**src/rtl/maze_walker.sv**
```systemverilog
// maze_walker: runs one genome of 2-bit moves across an 8x8 wall bitmap,
// one move per clock, and reports the final position and whether every move
// was legal. Moves: 00 up (y-1), 01 right (x+1), 10 down (y+1), 11 left (x-1).
// Optional build macro WALKER_GOAL_STOP_EN: a legal move into (7,7) ends the walk.
module maze_walker #(
  parameter int          N_MOVES = 16,
  parameter logic [63:0] MAZE    = 64'h0
) (
  input  logic                 clk,
  input  logic                 rst,
  input  logic                 start,
  input  logic [2*N_MOVES-1:0] genome,
  output logic [3:0]           xFin,
  output logic [3:0]           yFin,
  output logic                 alive,
  output logic                 done,
  output logic                 busy
);

  localparam int GW = 2 * N_MOVES;
  localparam int SW = (N_MOVES > 1) ? $clog2(N_MOVES) : 1;

  typedef enum logic [1:0] {
    IDLE = 2'd0,
    WALK = 2'd1,
    DONE = 2'd2
  } state_t;

  state_t          state_q, state_d;
  logic [GW-1:0]   genome_q, genome_d;
  logic [3:0]      x_q, x_d;
  logic [3:0]      y_q, y_d;
  logic            alive_q, alive_d;
  logic [SW-1:0]   step_q, step_d;

  logic [1:0]      mv;
  logic [3:0]      tx, ty;
  logic            off_grid;
  logic            wall_hit;
  logic            last_move;

  // Target cell for the current move; off-grid shows up as 0-1=15 or 7+1=8
  always_comb begin
    mv       = genome_q[{step_q, 1'b0} +: 2];
    tx       = x_q;
    ty       = y_q;
    off_grid = 1'b0;
    case (mv)
      2'b00: begin
        ty       = y_q - 4'd1;
        off_grid = (ty == 4'd15);
      end
      2'b01: begin
        tx       = x_q + 4'd1;
        off_grid = (tx == 4'd8);
      end
      2'b10: begin
        ty       = y_q + 4'd1;
        off_grid = (ty == 4'd8);
      end
      default: begin
        tx       = x_q - 4'd1;
        off_grid = (tx == 4'd15);
      end
    endcase
    wall_hit = !off_grid && MAZE[{ty[2:0], tx[2:0]}];
  end

  // Next-state and datapath update for the walk FSM
  always_comb begin
    state_d   = state_q;
    genome_d  = genome_q;
    x_d       = x_q;
    y_d       = y_q;
    alive_d   = alive_q;
    step_d    = step_q;
    last_move = 1'b0;
    case (state_q)
      IDLE: begin
        if (start) begin
          genome_d = genome;
          x_d      = '0;
          y_d      = '0;
          alive_d  = 1'b1;
          step_d   = '0;
          state_d  = WALK;
        end
      end
      WALK: begin
        if (off_grid || wall_hit) begin
          alive_d = 1'b0;
          state_d = DONE;
        end else begin
          x_d       = tx;
          y_d       = ty;
          last_move = (step_q == SW'(N_MOVES - 1));
`ifdef WALKER_GOAL_STOP_EN
          if (tx == 4'd7 && ty == 4'd7) last_move = 1'b1;
`endif
          if (last_move) state_d = DONE;
          else           step_d  = step_q + SW'(1);
        end
      end
      DONE: begin
        state_d = IDLE;
      end
      default: begin
        state_d = IDLE;
      end
    endcase
  end

  // State and datapath registers
  always_ff @(posedge clk or posedge rst) begin
    if (rst) begin
      state_q  <= IDLE;
      genome_q <= '0;
      x_q      <= '0;
      y_q      <= '0;
      alive_q  <= 1'b0;
      step_q   <= '0;
    end else begin
      state_q  <= state_d;
      genome_q <= genome_d;
      x_q      <= x_d;
      y_q      <= y_d;
      alive_q  <= alive_d;
      step_q   <= step_d;
    end
  end

  assign xFin  = x_q;
  assign yFin  = y_q;
  assign alive = alive_q;
  assign done  = (state_q == DONE);
  assign busy  = (state_q != IDLE);

endmodule

```
**config.mk**
```make
export PLATFORM = sky130hd
export DESIGN_NAME = maze_walker
export DESIGN_NICKNAME = d
export VERILOG_FILES = /design/src/rtl/maze_walker.sv
export SDC_FILE = /design/constraint.sdc
export NUM_CORES = 1
export LEC_CHECK = 0
export ABC_AREA = 0
export CAP_MARGIN = 40
export CORE_ASPECT_RATIO = 2
export CORE_MARGIN = 4
export CORE_UTILIZATION = 40
export CTS_BUF_LIST = sky130_fd_sc_hd__clkbuf_8
export CTS_CLUSTER_DIAMETER = 60
export DETAILED_ROUTE_END_ITERATION = 10
export GPL_ROUTABILITY_DRIVEN = 0
export PLACE_DENSITY = 0.59
export SLEW_MARGIN = 15
export SYNTH_ARGS = -nofsm -noshare
export SYNTH_HDL_FRONTEND = slang
export SYNTH_SLANG_ARGS = --single-unit
export TNS_END_PERCENT = 30
```
**constraint.sdc**
```tcl
create_clock -name clk -period 4.3 [get_ports clk]
set_input_delay 0.86 -clock clk [delete_from_list [all_inputs] [get_ports clk]]
set_output_delay 0.86 -clock clk [all_outputs]
set_load 0.02 [all_outputs]
```
Word-level counts from Yosys, hierarchy flattened
Memory sizes are Yosys's and may differ from the RTL's.
Index checks and enable logic that the tools add are counted.

storage, ports and cells
  word-level logic and storage cells = 66
  register bits = 47
  ROM bits = 64
  output and inout port bits = 11
  memories = 1

cells by class
  magnitude comparators = 1
  add/sub/neg operators = 5
  shifts and indexed selects = 1
  multiplexer cells = 19
  reductions and logical operators = 15
  equal/unequal tests = 16

memories
  name              depth  width  read ports  clocked after memory_dff  write ports  line  source
  (name not given)  64     1      1           0                         0            66    wall_hit = !off_grid && MAZE[{ty[2:0], tx[2:0]}];

operators by type and width
  cell                                                        number
  case mux 4 bit (2 select lines)                             5
  variable part select 32 x 6 -> 2 bit                        1
  == test 4 bit, second input constant                        5
  two-way mux 4 bit                                           5
  adder 4 x 1 -> 4 bit, second input constant                 3
  AND reduction 4 bit                                         3
  inequality test 2 bit, second input constant                5
  subtractor 4 x 1 -> 4 bit, second input constant            2
  less-than comparator 6 x 7 -> 1 bit, second input constant  1
  two-way mux 2 bit                                           3
  AND reduction 3 bit                                         2
  == test 2 x 1 -> 1 bit, second input constant               2
  == test 2 bit, second input constant                        2
  logical NOT 2 bit                                           2
  case mux 2 bit (2 select lines)                             1
  AND reduction 2 bit                                         2
  nonzero test 2 bit                                          2
  two-way mux 1 bit                                           3
  inequality test 3 x 1 -> 1 bit, second input constant       1
  inequality test 3 bit, second input constant                1
  case mux 1 bit (3 select lines)                             1
  case mux 1 bit (2 select lines)                             1
  OR reduction 2 bit                                          1
  logical AND 1 bit                                           1
  other kinds (2)                                             2

Longest topological paths before layout
  word-level depth = 10
  mapped depth = 13
  depth with buffers taken out = 10

Least setup slack after synthesis
No wires, ideal clock.

  kind = reg-to-reg
  start = register step_q[0]
  end = register step_q[3]
  path slack = 608 ps
  data required time = 4176 ps
  stages on the path, launching flop included = 13
  data arrival time = 3568 ps
  path buffers = 2
  period minus slack after synthesis = 3692 ps
  setup time = 124 ps
  cells stage by stage = dfrtp_1 buf_1 mux4_2 mux4_2 inv_1 ha_1 clkbuf_1 nand2_1 mux2_2 a221oi_1 nor3_2 and4_4 a211o_1

between the ends
  longest elaborated chain between the ends = 10

ends and longest elaborated chain
  what                                                line  source
  from (decl)                                         34    logic [SW-1:0] step_q, step_d;
  from (signal assigned)                              128   step_q <= step_d;
  variable part select 32 x 6 -> 2 bit                44    mv = genome_q[{step_q, 1'b0} +: 2];
  == test 2 bit or logical NOT 2 bit (tied branches)  48    case (mv)
  OR reduction 2 bit (no line)                        -
  case mux 4 bit (2 select lines)                     48
  memory read (64 x 1 bit)                            -
  two-way mux 1 bit (implied by the code)             66
  logical AND 1 bit                                   66
  logical OR 1 bit                                    90    if (off_grid || wall_hit) begin
  inequality test 2 bit (no line)                     -
  AND reduction 4 bit (no line)                       -

Several ways; a longest one is shown, not always the timed one. The select of a mux whose other input is x is not followed.
A chain may end at the register's enable or synchronous reset.

Worst setup path after layout
Same ends and word-level chain as after synthesis.

==> summary.md <==
| Metric | Value |
|---|---|
| Worst reg-to-reg setup slack | `500 ps` |
| Static leakage | `0.00156 uW` |
| # fillers | `637` |
| Post-synthesis mux area share | `0.118` |
| Post-synthesis sequential area ratio | `0.453` |
| ANT nets after route | `0` |
| Hold depth | `2` |
| Number of synthesized flops with an enable pin | `0` |
| Worst Setup End Kind | `register` |
| Via count | `2141` |
| Pwr per Cell Area | `862 nW/um^2` |
| Final period util | `0.884` |
| PortBufs | `45` |
| Worst min-delay path category | `reg -> reg` |
| Post-Synth XOR/XNOR Area | `0.0203` |
| Fmax achieved | `263 MHz` |
| Syn. warnings | `0` |
| DRC | `0` |
| Chip width | `64.9 um` |
| Top cell by count, worst path | `mux4_2` |
| First-pass GRT wire length | `10.1 mm` |
| Final hold vios | `0` |
| Adder-Cell Fraction of Synth Area | `0.0386` |
| Die Area | `7910 um^2` |
| Mean area per synthesized cell | `9.04 um^2` |
| Core area | `6310 um^2` |
| Num CTS Buffers | `5` |
| R2R Path Start | `step_q[0]` |
| Initial cell density of the core | `0.411` |
| Most common cell after layout, fill and taps aside | `nand2_1` |
| Setup Buffers After CTS | `0` |
| Minimum clock period | `3800 ps` |
| Post-synthesis compound-gate area fraction | `0.0714` |
| Final net count | `373` |
| Cell Area, Synth | `2590 um^2` |
| Setup TNS | `0 ps` |
| Post-CTS Resized | `0` |
| Slew Limit Headroom | `0.490` |
| Critical path's slowest cell | `dfrtp_1` |
| Hold buffer count at CTS | `0` |
| Final cell count without fillers | `416` |
| Worst r2r path cells | `8` |
| Synthesized Nets | `330` |
| Drt first pass iters | `4` |
| Hold EP | `genome_q[11]` |
| Placement Setup Slack | `515 ps` |
| Final setup margin | `497 ps` |
| Total length of routed wires | `6.19 mm` |
| Crit path largest cell delay | `680 ps` |
| Total GRT Usage | `0.168` |
| Root Driver | `clkbuf_8` |
| Worst Setup SP | `step_q[0]` |
| DR vias/cell | `5.15` |
| Yosys cell types | `42` |
| Max IR drop VDD | `342 uV` |
| CTS H-tree depth | `2` |
| Buffer depth of the longest clock path | `2` |
| Vias in the first global route | `2198` |
| Largest family of logic cells by synthesized area | `simple AND/OR/NAND/NOR gates` |
| Antenna cells | `0` |
| Placed Cells | `409` |
| Outcome | `completed` |
| Io pins | `46` |
| Async set or reset register ratio after synthesis | `1.00` |
| Most frequent cells in the layout | `nand2_1, dfrtp_1, clkdlybuf4s50_1` |
| Post-Route Skew | `6.19 ps` |
| CTS Sinks | `47` |
| Required time of the critical path | `4480 ps` |
| Die Y | `122 um` |
| Crit Path Max Fanout | `12` |
| Post-synth top flop | `dfrtp_1` |
| TritonCTS clock tree | `yes` |
| Area grow syn2layout | `25.5%` |
| Top Family by Delay on Critical Path | `multiplexers` |
| Crit path kind | `reg -> reg` |
| Clk slew on worst S/H paths | `80 ps` |
| Total grt overflow | `0` |
| Worst Tran Pin Value | `763 ps` |
| Initial antenna violation count | `0` |
| DR iter-0 viols | `123` |
| Clock Latency Late Sink | `290 ps` |
| Cell chain of the critical path | `mux4_2 > mux4_2 > ha_1 > or4_1 > a221oi_1 > nor3_2 > and4_4 > a211o_1` |
| WP buf/inv | `0` |
| Max Cap Viol | `0` |
| Drt wl/cell | `14.9 um` |
| Share of layout cells above drive strength 1 | `0.0939` |
| FF-to-FF End | `step_q[3]` |
| Endpoints failing setup | `0` |
| Cells after synthesis | `287` |
| RSZ-0062 raised after global routing | `no` |
| Post-DP HPWL | `4.99 mm` |
| Slew Limit Fails | `0` |
| Hold wc startpoint | `genome_q[11]` |
| Crit start category | `register` |
| Simple-gate share of the synthesized area | `0.253` |
| Row count | `41` |
| Largest net degree at the start of global routing | `33` |
| Post-synthesis sequential element count | `47` |
| Worst path arrival time | `3990 ps` |
==> metrics by stage <==
stage	cell area, um^2	total power [uW]	utilization	hold WS [ps]
4_1_cts	3260	2820	0.516	486
3_3_place_gp	3110	2470	0.493	460
2_1_floorplan	2590	2040	-	440
5_1_grt	3260	3030	0.516	513
6_report	3260	2810	0.516	484
3_5_place_dp	3150	2510	0.500	466
==> cell usage after synthesis (2+ instances only) <==
cell type,n,share of area
nand2_1,118,0.17
dfrtp_1,47,0.45
clkbuf_1,11,0.016
inv_1,11,0.016
mux4_2,10,0.087
nor2_1,9,0.013
ha_1,8,0.039
a21oi_1,7,0.014
mux2i_1,7,0.027
nand3_1,7,0.014
xnor2_1,5,0.017
and3_1,4,0.0096
o21ai_0,3,0.0058
or4_1,3,0.0087
a211o_1,2,0.0068
a21o_1,2,0.0058
a22oi_1,2,0.0058
buf_1,2,0.0029
buf_6,2,0.0087
nand2b_1,2,0.0048
nor2b_1,2,0.0048
o21ai_1,2,0.0039
o31ai_1,2,0.0058
==> kinds of logic (layout without fill, tap and decap cells) <==
| kind of cell | count (synthesis) | in the layout |
|---|---|---|
| AND/OR/NAND/NOR | 154 | 154 |
| flip-flops | 47 | 47 |
| AO/OA/AOI/OAI | 27 | 27 |
| adder cells (fa/ha/maj) | 8 | 8 |
| multiplexers | 18 | 18 |
| buffers and inverters | 27 | 70 |
| XOR/XNOR | 6 | 6 |
==> layout make-up <==
type                    count  area [um^2]  area share
clock inverters             2         33.8      0.0104
repair buffers             51          523       0.161
well taps                  86          108      0.0331
inverters                  12         45.0      0.0138
flip-flops and latches     47         1180       0.361
clock buffers               5         68.8      0.0211
multi-input cells         213         1300       0.400
==> worst min-delay path, cell delays in order, from the launching register on <==
cell and delay [ps]:
dfrtp_1 350, nand2_1 60, nand2_1 60
==> flip-flops by register name, summed over array words and instances (netlist names) <==
register / count
alive: 1
genome_q: 32
state_q: 2
step_q: 4
xFin: 4
yFin: 4
==> metal layers <==
layer  GRT usage  routed length, um  up-vias
met4      0.0861                228        0
met5           0                  0        -
met1       0.162               2100     1038
met3      0.0194                186       15
li1            -                  -     1040
met2       0.332               3680       48
==> worst max path at each step <==
| stage | to | slack [ps] | depth (start not counted) |
|---|---|---|---|
| 2_1_floorplan | step_q[3] | 610 | 12 |
| 3_3_place_gp | step_q[3] | 620 | 8 |
| 3_5_place_dp | step_q[3] | 510 | 8 |
| 4_1_cts | step_q[3] | 500 | 8 |
| 5_1_grt | step_q[3] | 310 | 8 |
| 6_report | step_q[3] | 500 | 8 |
==> power breakdown <==
part	internal, uW	switching, uW	leakage (uW)	total (uW)
registers	651	226	0.000586	877
clock network	168	136	0.0000554	304
logic	751	874	0.000916	1630
total	1570	1240	0.00156	2810
Power figures use the tool's default switching activity.
